## config.mk

```make
export PLATFORM = sky130hd
export DESIGN_NAME = mem_port_mux
export DESIGN_NICKNAME = d
export VERILOG_FILES = /design/src/rtl/mem_port_mux.sv
export SDC_FILE = /design/constraint.sdc
export NUM_CORES = 1
export LEC_CHECK = 0
export ABC_AREA = 1
export CAP_MARGIN = 10
export CORE_ASPECT_RATIO = 0.5
export CORE_MARGIN = 2
export CORE_UTILIZATION = 30
export CTS_CLUSTER_DIAMETER = 60
export DETAILED_ROUTE_END_ITERATION = 7
export SLEW_MARGIN = 40
export SYNTH_ARGS = -nofsm -noshare
export SYNTH_HDL_FRONTEND = slang
export SYNTH_SLANG_ARGS = --single-unit
```

## constraint.sdc

```tcl
create_clock -name clk -period 4 [get_ports clk]
set_input_delay 0.4 -clock clk [delete_from_list [all_inputs] [get_ports clk]]
set_output_delay 0.4 -clock clk [all_outputs]
set_load 0.05 [all_outputs]
```

## src/rtl/mem_port_mux.sv

```systemverilog
// Shared memory port multiplexer behind the 4-way sub_arbiter.
// Routes the granted master's request onto one registered memory port,
// returns fixed-latency read data through a tag pipeline, and keeps
// per-master saturating access counters for profiling.

// Per-master 16-bit saturating access counter.
module mem_port_acc_cnt (
  input  logic        clk,
  input  logic        rst_n,
  input  logic        inc,
  output logic [15:0] cnt
);

  // Count accepted accesses, sticking at all-ones instead of wrapping.
  always_ff @(posedge clk or negedge rst_n) begin
    if (!rst_n)                         cnt <= '0;
    else if (inc && (cnt != 16'hFFFF))  cnt <= cnt + 16'd1;
  end

endmodule

module mem_port_mux #(
  parameter int NM     = 4,
  parameter int AW     = 13,
  parameter int DW     = 32,
  parameter int RD_LAT = 2
) (
  input  logic             clk,
  input  logic             rst_n,
  input  logic [NM-1:0]    gnt,
  input  logic [NM-1:0]    m_valid,
  input  logic [NM-1:0]    m_we,
  input  logic [NM*AW-1:0] m_addr,
  input  logic [NM*DW-1:0] m_wdata,
  output logic [NM-1:0]    m_ready,
  output logic [NM-1:0]    m_rvalid,
  output logic [DW-1:0]    m_rdata,
  output logic             mem_en,
  output logic             mem_we,
  output logic [AW-1:0]    mem_addr,
  output logic [DW-1:0]    mem_wdata,
  input  logic [DW-1:0]    mem_rdata,
  output logic             grant_err,
  output logic [NM*16-1:0] acc_cnt
);

  localparam int IW = (NM > 1) ? $clog2(NM) : 1;

  // A grant is usable only if exactly one bit is set; a multi-hot grant
  // blocks every master so two requests can never collide on the port.
  logic multi, onehot;
  assign multi   = |(gnt & (gnt - NM'(1)));
  assign onehot  = (|gnt) & ~multi;
  assign m_ready = gnt & m_valid & {NM{onehot}};

  // Encode the single accepted master into an index.
  logic [IW-1:0] sel;
  always_comb begin
    sel = '0;
    for (int i = 0; i < NM; i++)
      if (m_ready[i]) sel = IW'(i);
  end

  // Issue register: one access per cycle; addr/wdata/id hold when idle.
  logic [IW-1:0] mem_id;
  always_ff @(posedge clk or negedge rst_n) begin
    if (!rst_n) begin
      mem_en    <= 1'b0;
      mem_we    <= 1'b0;
      mem_addr  <= '0;
      mem_wdata <= '0;
      mem_id    <= '0;
    end else begin
      mem_en <= |m_ready;
      mem_we <= (|m_ready) & m_we[sel];
      if (|m_ready) begin
        mem_addr  <= m_addr[sel*AW +: AW];
        mem_wdata <= m_wdata[sel*DW +: DW];
        mem_id    <= sel;
      end
    end
  end

  // Tag pipeline: the last stage lines up with the cycle mem_rdata is valid.
  // It never stalls, so a grant change cannot disturb reads in flight.
  logic [RD_LAT-1:0]         vld_pipe;
  logic [RD_LAT-1:0][IW-1:0] id_pipe;
  always_ff @(posedge clk or negedge rst_n) begin
    if (!rst_n) begin
      vld_pipe <= '0;
      id_pipe  <= '0;
    end else begin
      vld_pipe[0] <= mem_en & ~mem_we;
      id_pipe[0]  <= mem_id;
      for (int s = 1; s < RD_LAT; s++) begin
        vld_pipe[s] <= vld_pipe[s-1];
        id_pipe[s]  <= id_pipe[s-1];
      end
    end
  end

  // Response register: steer the valid to the originator, hold data otherwise.
  always_ff @(posedge clk or negedge rst_n) begin
    if (!rst_n) begin
      m_rvalid <= '0;
      m_rdata  <= '0;
    end else begin
      m_rvalid <= vld_pipe[RD_LAT-1] ? (NM'(1) << id_pipe[RD_LAT-1]) : '0;
      if (vld_pipe[RD_LAT-1]) m_rdata <= mem_rdata;
    end
  end

  // Sticky flag for an upstream arbiter that ever issued a multi-hot grant.
  always_ff @(posedge clk or negedge rst_n) begin
    if (!rst_n)     grant_err <= 1'b0;
    else if (multi) grant_err <= 1'b1;
  end

  for (genvar i = 0; i < NM; i++) begin : g_cnt
    mem_port_acc_cnt u_cnt (
      .clk   (clk),
      .rst_n (rst_n),
      .inc   (m_ready[i]),
      .cnt   (acc_cnt[i*16 +: 16])
    );
  end

endmodule

```

==> impl_metrics.csv, run 1 <==
group,metric,value,unit
critical_path,required,3600,ps
timing,worst_slack,931,ps
timing,hold_viol,0,
grt,grt_pass1_vias,8655,
timing,maxSlewViolCount,0,
timing,finClkSkew,9.04,ps
clock_tree,cts_root_buffer,"clkbuf_16",
clock_tree,clkTransAtPathRegs,60,ps
power,power.density,489,nW/um^2
power,p_total,6820,uW
clock_tree,ctsHoldBuffers,0,
grt,grt.overflow.total,0,
critical_path,r2r_cells,8,
drt,first_pass_iters,5,
timing,fin_crit_sh,76.7,%
drt,routed_via_density,4.40,
clock_tree,cts_sinks,156,
power,power_frac_comb,43.1,%
floorplan,dieArea,32400,sq um
floorplan,std_cell_rows,45,
power,leakage,0.00695,uW
power,p_int,3880,uW
critical_path,end_kind,"output pin",
placement,hpwlAfterDp,22.9,mm
synthesis,ys_seq_area_share,42.1,%
power,p_switching,2940,uW
finish,drive_gt1_share,3.49,%
synthesis,dominantRegCellSynth,"dfrtp_1",
critical_path,endpoint,"m_ready[1]",
timing,tightest_slew,639,ps
clock_tree,cts_tree,"yes",
critical_path,critPathLaunch,"gnt[3]",
drt,first_iter_violations,656,
synthesis,synth_area_leaders,"dfrtp_1, nand2_1, inv_1",
synthesis,yosysTopAreaCell,"dfrtp_1",
synthesis,yosysWarnings,0,
clock_tree,cts_buffers,17,
timing,max_freq,326,MHz
placement,place.gp.congestion,0.901,
clock_tree,postCtsSetupBuffers,0,
timing,setup_viol,0,
synthesis,syn_area,9280,sq um
timing,rsz0062_at_grt,"no",
power,irDropWorstVdd,0.303,mV
timing,slew_headroom,57.3,%
critical_path,critical_path_arrival,2670,ps
synthesis,synthArstFlopShare,100,%
floorplan,die_w,253,um
drt,drc,0,
critical_path,reg2reg_to,"g_cnt[3].u_cnt.cnt[4]$_DFFE_PN0P_",
placement,place_ws,951,ps
synthesis,synthMostInstantiatedCell,"nand2_1",
job,max-cap-violations,0,
critical_path,critPathKind,"input pin to output pin",
drt,wl_per_cell,14.7,um
grt,grt_max_degree,99,
critical_path,critPathMaxFanout,27,
clock_tree,clock_latency,440,ps
floorplan,start_util,30.6,%
placement,io_buffers,377,
run_status,outcome,"finished, final reports clean",
clock_tree,cts-resized-gates,0,
synthesis,netlist.area_leader.share,42.1,%
drt,antenna_left,0,
min_path,hold_path_class,"flip-flop to flip-flop",
critical_path,rrSetupSlack,1740,ps
clock_tree,clock_path_buffers,2,
synthesis,syn_avg_cell_area,6.81,sq um
drt,wirelength,31.2,mm
synthesis,synth_cell_types,30,
grt,grt_use_total,19.1,%
timing,timing.setup.tns,0,ps
finish,nets,1937,
synthesis,synth_seq_cells,156,
floorplan,coreArea,30300,sq um
grt,antenna_found_initial,1,
synthesis,synth_edf_count,0,
grt,grt_pass1_wl,48.4,mm
drt,via_count,9323,
critical_path,critPathLaunchType,"input pin",
synthesis,syn_nets,1591,
critical_path,r2r-start,"g_cnt[3].u_cnt.cnt[0]$_DFFE_PN0P_",
synthesis,synth_commonest_cells,"nand2_1, inv_1, dfrtp_1, nand3_1, a21oi_1",
finish,layout-area-overhead-vs-synth,50.4,%
power,clock_power_share,24.3,%
timing,fin_crit,3070,ps
clock_tree,cts_max_level,4,
floorplan,boundaryPins,378,
power,seq_power_share,32.6,%
synthesis,synthCells,1361,
floorplan,fp.dieH,128,um
power,switching_share,43.1,%
[worst max-delay path, cell delays in order]
cell	delay, ps
clkdlybuf4s50_1	490
nor2_1	200
nand2_1	90
nand2_2	110
nand3_4	290
inv_1	240
clkdlybuf4s50_1	830
[cell usage in the layout, fill, tap and decap left out, drive strengths merged, types with 28 or more instances in the layout]
cell,n
o21ai,36
nand2,545
nor3,28
a21oi,48
nand3,122
xor2,37
dfrtp,156
inv,248
clkdlybuf4s50,376
nor2,47
[how the worst min path moves through the flow]
| stage | startpoint | end | slack [ps] | cells after the start |
|---|---|---|---|---|
| floorplan | rst_n | g_cnt[0].u_cnt.cnt[0]$_DFFE_PN0P_ | 100 | 0 |
| global placement | vld_pipe[0]$_DFF_PN0_ | vld_pipe[1]$_DFF_PN0_ | 330 | 0 |
| detailed placement | vld_pipe[0]$_DFF_PN0_ | vld_pipe[1]$_DFF_PN0_ | 340 | 0 |
| CTS | rst_n | g_cnt[1].u_cnt.cnt[15]$_DFFE_PN0P_ | 30 | 1 |
| global route | vld_pipe[0]$_DFF_PN0_ | vld_pipe[1]$_DFF_PN0_ | 360 | 0 |
| finish | id_pipe[0]$_DFF_PN0_ | id_pipe[2]$_DFF_PN0_ | 350 | 0 |
[layout make-up]
type	count	area (sq um)
inverter	245	922
timing repair buffer	390	3940
multi-input combinational	897	4100
clock buffer	20	447
tap	399	499
clock inverter	11	135
antenna	1	2.50
fill	3083	16400
sequential	156	3900
[power groups by stage]
stage	combinational [uW]	clock, uW	sequential (uW)
after floorplan	636	0	3360
after global placement	2940	0	2240
after detailed placement	2960	0	2240
after CTS	2960	1710	2220
after global routing	3130	1770	2270
final	2940	1660	2220
[through the flow]
stage	utilization, %	std cells	area, sq um	hold WS (ps)
finish	46.0	2119	13900	351
global route	46.0	2119	13900	362
CTS	45.8	2116	13900	27.1
detailed placement	43.9	2085	13300	336
global placement	43.9	2085	13300	332
floorplan	-	1361	9280	104
[cell families after synthesis]
kind of cell / after synthesis / share of synthesized area, %
xor+xnor: 51 / 4.82
buf+inv: 308 / 14.0
compound gates: 84 / 4.53
simple gates: 758 / 34.0
flops: 156 / 42.1
fa+ha+maj: 4 / 0.540
[layer usage]
layer  part of all wire [%]  wire length [um]  vias up  GRT usage [%]
li1                       -                 -     4774              -
met1                     42             13200     4329           23.9
met2                     52             16300      185           34.1
met3                    3.4              1060       35           3.05
met4                    2.0               623        0           5.67
met5                      0                 0        -              0
[flip-flops by register name, indices dropped and copies added (netlist names)]
signal and flops:
mem_en 1, g_cnt.u_cnt.cnt 64, mem_we 1, vld_pipe 2
mem_id 2, id_pipe 4, m_rvalid 4, m_rdata 32
mem_addr 13, mem_wdata 32, grant_err 1
Note: power is estimated with default switching activity, not from simulation.
==> run 2, diff against run 1 <==
- clock period: 4 -> 2.95 ns (I/O delays scaled with it)
==> run 2 against run 1 <==
  * Sequential share of layout area is 0.12 points lower
  * Count of clock-buffer cells in the layout grew 1
  * Non-clock buffer count is 6 higher
  * Critical path type is now flip-flop to flip-flop
  * Largest cell class unchanged
  * Largest power group unchanged
==> impl_metrics.csv, run 2 (synthesized netlist as in run 1, its figures left out) <==
group,metric,value,unit
drt,antenna_left,0,
critical_path,reg2reg_to,"g_cnt[0].u_cnt.cnt[15]$_DFFE_PN0P_",
clock_tree,cts_tree,"yes",
drt,first_pass_iters,5,
finish,multi_input_area,4100,sq um
timing,setup_viol,0,
drt,wirelength,30.7,mm
floorplan,dieArea,32400,sq um
job,max-cap-violations,0,
floorplan,std_cell_rows,45,
timing,tightest_slew,735,ps
critical_path,critPathMaxFanout,21,
finish,reg_top3,"g_cnt.u_cnt.cnt (64), m_rdata (32), mem_wdata (32)",
critical_path,required,3250,ps
timing,timing.setup.tns,0,ps
critical_path,critPathLaunchType,"flip-flop",
clock_tree,cts_root_buffer,"clkbuf_16",
floorplan,die_w,253,um
power,leakage,0.00700,uW
grt,use_met2,33.5,%
floorplan,coreArea,30300,sq um
drt,via_count,9197,
drt,routed_via_density,4.33,
drt,wl_per_cell,14.5,um
placement,placed_area,13400,sq um
clock_tree,clock_path_buffers,2,
timing,fin_crit_sh,73.7,%
finish,nets,1943,
grt,top_usage_layer,"met2",
finish,drive_gt1_share,4.17,%
clock_tree,clkTransAtPathRegs,70,ps
timing,slew_headroom,50.7,%
finish,nFillCells,3059,
grt,grt_use_total,19.0,%
grt,grt_pass1_vias,8642,
placement,place_ws,561,ps
clock_tree,cts_sinks,156,
floorplan,fp.dieH,128,um
finish,top_register,"g_cnt.u_cnt.cnt",
placement,place.gp.congestion,0.876,
finish,layout_common_cells,"nand2_1, clkdlybuf4s50_1, inv_1, dfrtp_1, nand3_1",
critical_path,r2r_cells,10,
finish,layout_commonest_cell,"nand2_1",
placement,hpwlAfterDp,22.8,mm
finish,num_antenna_cells,0,
floorplan,boundaryPins,378,
finish,regArea,3900,sq um
timing,hold_viol,0,
grt,grt.met1_usage,24.5,%
clock_tree,cts-resized-gates,0,
grt,gr-usage-met3,2.95,%
power,p_total,9170,uW
finish,stdcell_area,14000,sq um
critical_path,critPathKind,"flip-flop to flip-flop",
clock_tree,clock_latency,430,ps
placement,io_buffers,377,
drt,first_iter_violations,603,
grt,grt_max_degree,93,
drt,drc,0,
critical_path,critPathLaunch,"g_cnt[0].u_cnt.cnt[0]$_DFFE_PN0P_",
timing,max_freq,460,MHz
grt,grt.overflow.total,0,
timing,worst_slack,776,ps
grt,antenna_found_initial,0,
finish,layout-area-overhead-vs-synth,51.0,%
critical_path,r2r-start,"g_cnt[0].u_cnt.cnt[0]$_DFFE_PN0P_",
power,power.density,654,nW/um^2
timing,fin_crit,2170,ps
run_status,outcome,"finished, final reports clean",
critical_path,rrSetupSlack,780,ps
clock_tree,cts_max_level,4,
finish,largest_register_ffs,64,
timing,finClkSkew,8.54,ps
timing,maxSlewViolCount,0,
timing,rsz0062_at_grt,"no",
critical_path,critical_path_arrival,2480,ps
critical_path,end_kind,"flip-flop",
power,irDropWorstVdd,0.337,mV
critical_path,endpoint,"g_cnt[0].u_cnt.cnt[15]$_DFFE_PN0P_",
floorplan,start_util,30.6,%
clock_tree,cts_buffers,17,
grt,grt_pass1_wl,48.4,mm
min_path,hold_path_class,"input pin to asynchronous set/reset pin",
-- run 2: how the worst min path moves through the flow --
stage,startpoint,cells after the start,endpoint,slack [ps]
finish,rst_n,2,g_cnt[1].u_cnt.cnt[0]$_DFFE_PN0P_,300
floorplan,rst_n,0,g_cnt[0].u_cnt.cnt[0]$_DFFE_PN0P_,-0.6
CTS,id_pipe[1]$_DFF_PN0_,0,id_pipe[3]$_DFF_PN0_,350
global placement,id_pipe[1]$_DFF_PN0_,0,id_pipe[3]$_DFF_PN0_,330
global route,rst_n,2,g_cnt[1].u_cnt.cnt[0]$_DFFE_PN0P_,310
detailed placement,id_pipe[1]$_DFF_PN0_,0,id_pipe[3]$_DFF_PN0_,340
-- run 2: timing repair --
action	in CTS	in global routing
hold endpoints to repair	70	0
hold buffers	1	0
buffers inserted	0	0
-- run 2: through the flow --
step / instances / hold WS, ps / util [%]
after CTS: 2124 / 352 / 46.1
after global placement: 2091 / 333 / 44.1
after detailed placement: 2091 / 337 / 44.1
after global routing: 2125 / 311 / 46.2
after floorplan: 1361 / -0.591 / -
final: 2125 / 303 / 46.2
-- run 2: report_power, final --
part	internal, uW	switching [uW]	total [uW]	leakage [uW]
clock network	1190	986	2180	0.000278
logic	1390	2590	3980	0.00477
registers	2610	404	3010	0.00195
total	5190	3980	9170	0.00700
-- run 2: cell type report --
class | count | area share [%]
inverters | 245 | 6.58
well taps | 399 | 3.56
flip-flops and latches | 156 | 27.9
repair buffers | 396 | 28.6
clock inverters | 11 | 0.697
multi-input cells | 897 | 29.3
clock buffers | 21 | 3.43
-- run 2: worst max-delay path: stages, from the launching register on --
cell	delay, ps
dfrtp_1	480
ha_1	270
nand3_1	130
nor2_4	160
nand2_1	110
nor2_2	140
nand2_1	100
nand2_4	120
inv_1	280
o21ai_0	160
o21ai_1	80
-- run 2: metal layers --
metal / vias up / share of wire (%)
met5: - / 0
met4: 0 / 1.5
met3: 28 / 3.0
met2: 165 / 51
met1: 4205 / 44
li1: 4799 / -
==> run 3, diff against run 2 <==
- clock period: 2.95 -> 2.18 ns (I/O delays scaled with it)
==> run 3 against run 2 <==
  * Sequential power up 35%
  * Via count up 2.0%
  * Sequential cell count unchanged
  * Count of clock-buffer cells in the layout down 4
  * Die area unchanged
  * Largest power group unchanged
==> impl_metrics.csv, run 3 (synthesized netlist as in run 1, its figures left out) <==
group,metric,value,unit
run_status,outcome,"finished, final reports clean",
drt,first_pass_iters,5,
timing,maxSlewViolCount,0,
finish,top_register,"g_cnt.u_cnt.cnt",
placement,hpwlAfterDp,23.8,mm
critical_path,crit_buf_inv,1,
placement,io_buffers,377,
job,max-cap-violations,0,
power,irDropWorstVdd,0.623,mV
min_path,hold_path_class,"input pin to flip-flop",
critical_path,critical_path_arrival,1770,ps
finish,reg_top3,"g_cnt.u_cnt.cnt (64), m_rdata (32), mem_wdata (32)",
drt,wirelength,31.1,mm
drt,wl_per_cell,14.4,um
timing,whs,306,ps
timing,finClkSkew,13.9,ps
critical_path,r2r-start,"g_cnt[0].u_cnt.cnt[0]$_DFFE_PN0P_",
floorplan,fp.dieH,128,um
clock_tree,clock_path_buffers,2,
timing,rsz0062_at_grt,"no",
critical_path,reg2reg_to,"g_cnt[0].u_cnt.cnt[15]$_DFFE_PN0P_",
critical_path,end_kind,"output pin",
critical_path,crit_chain,"clkdlybuf4s50_1",
grt,grt.overflow.total,0,
clock_tree,cts_root_buffer,"clkbuf_16",
drt,first_iter_violations,565,
timing,hold_viol,0,
finish,stdcell_area,14400,sq um
grt,grt_use_total,19.1,%
clock_tree,clkTransAtPathRegs,70,ps
timing,slew_headroom,59.7,%
grt,grt_pass1_vias,8797,
timing,max_freq,503,MHz
critical_path,critPathLaunchType,"flip-flop",
finish,drive_gt1_share,5.70,%
finish,layout_common_cells,"nand2_1, clkdlybuf4s50_1, inv_1, dfrtp_1, nand3_1",
timing,fin_crit,1990,ps
finish,layout-area-overhead-vs-synth,54.9,%
clock_tree,cts_sinks,156,
grt,antenna_found_initial,2,
min_path,hp-start,"mem_rdata[19]",
grt,grt_pass1_wl,48.4,mm
floorplan,start_util,30.6,%
floorplan,std_cell_rows,45,
clock_tree,cts_tree,"yes",
power,power.density,881,nW/um^2
timing,tightest_slew,602,ps
floorplan,dieArea,32400,sq um
floorplan,boundaryPins,378,
critical_path,critPathMaxFanout,5,
critical_path,critPathKind,"flip-flop to output pin",
finish,nets,1971,
critical_path,rrSetupSlack,320,ps
clock_tree,cts_max_level,4,
min_path,min_to,"m_rdata[19]$_DFFE_PN0P_",
placement,place_ws,25.5,ps
finish,largest_register_ffs,64,
critical_path,critPathMaxStageDelay,860,ps
finish,layout_commonest_cell,"nand2_1",
drt,drc,0,
clock_tree,clock_latency,440,ps
floorplan,coreArea,30300,sq um
grt,grt_max_degree,54,
critical_path,r2r_cells,11,
placement,place.gp.congestion,0.880,
timing,fin_crit_sh,91.2,%
critical_path,required,1960,ps
drt,via_count,9382,
timing,setup_viol,0,
power,leakage,0.00719,uW
critical_path,cp_top_family,"buffers and inverters",
min_path,hold_path_depth,3,
placement,placed_area,13700,sq um
drt,routed_via_density,4.35,
drt,antenna_left,0,
critical_path,cp_slowest_cell,"clkdlybuf4s50_1",
timing,worst_slack,193,ps
clock_tree,cts_buffers,17,
timing,timing.setup.tns,0,ps
finish,nFillCells,3030,
floorplan,die_w,253,um
run 3: layout make-up:
class / instances / area, sq um / share of cell area, %
Timing Repair Buffer: 424 / 4330 / 30.2
Clock inverter: 15 / 181 / 1.26
Clock buffer: 17 / 425 / 2.96
Antenna cell: 2 / 5.00 / 0.0348
Multi-Input combinational cell: 897 / 4100 / 28.5
Tap cell: 399 / 499 / 3.47
Sequential cell: 156 / 3900 / 27.2
Inverter: 245 / 920 / 6.40
run 3: power breakdown:
| group | internal [uW] | total [uW] | leakage (uW) | switching (uW) |
|---|---|---|---|---|
| sequential | 3530 | 4060 | 0.00195 | 533 |
| clock | 1730 | 3130 | 0.000289 | 1400 |
| combinational | 1930 | 5470 | 0.00495 | 3540 |
| total | 7190 | 12700 | 0.00719 | 5470 |
run 3: worst max path at each step:
stage / start / endpoint / slack, ps / depth (start not counted)
CTS: g_cnt[1].u_cnt.cnt[3]$_DFFE_PN0P_ / acc_cnt[19] / 160 / 1
floorplan: g_cnt[0].u_cnt.cnt[0]$_DFFE_PN0P_ / g_cnt[0].u_cnt.cnt[15]$_DFFE_PN0P_ / 90 / 11
global placement: gnt[1] / mem_id[1]$_DFFE_PN0P_ / 70 / 9
detailed placement: gnt[1] / g_cnt[1].u_cnt.cnt[8]$_DFFE_PN0P_ / 30 / 11
global route: g_cnt[0].u_cnt.cnt[0]$_DFFE_PN0P_ / g_cnt[0].u_cnt.cnt[15]$_DFFE_PN0P_ / 80 / 11
finish: g_cnt[1].u_cnt.cnt[3]$_DFFE_PN0P_ / acc_cnt[19] / 190 / 1
run 3: timing repair:
| item | 4_1_cts | 5_1_grt |
|---|---|---|
| hold endpoints to repair | 49 | 0 |
| gates resized for setup | 0 | 0 |
| setup buffers | 0 | 0 |
| hold buffers | 1 | 0 |
run 3: metal layers:
metal	wire, um	share of wire (%)	up-vias	track usage, %
met5	0	0	-	0
met4	786	2.5	0	7.76
met3	946	3.0	48	2.67
met2	15700	51	182	33.3
met1	13600	44	4295	24.0
li1	-	-	4857	-
run 3: metrics by stage:
step | total power (uW) | util (%) | std cells
final | 12700 | 47.3 | 2155
after global routing | 13300 | 47.3 | 2155
after CTS | 12800 | 47.3 | 2153
after detailed placement | 9610 | 45.3 | 2120
after global placement | 9590 | 45.3 | 2120
after floorplan | 7340 | - | 1361
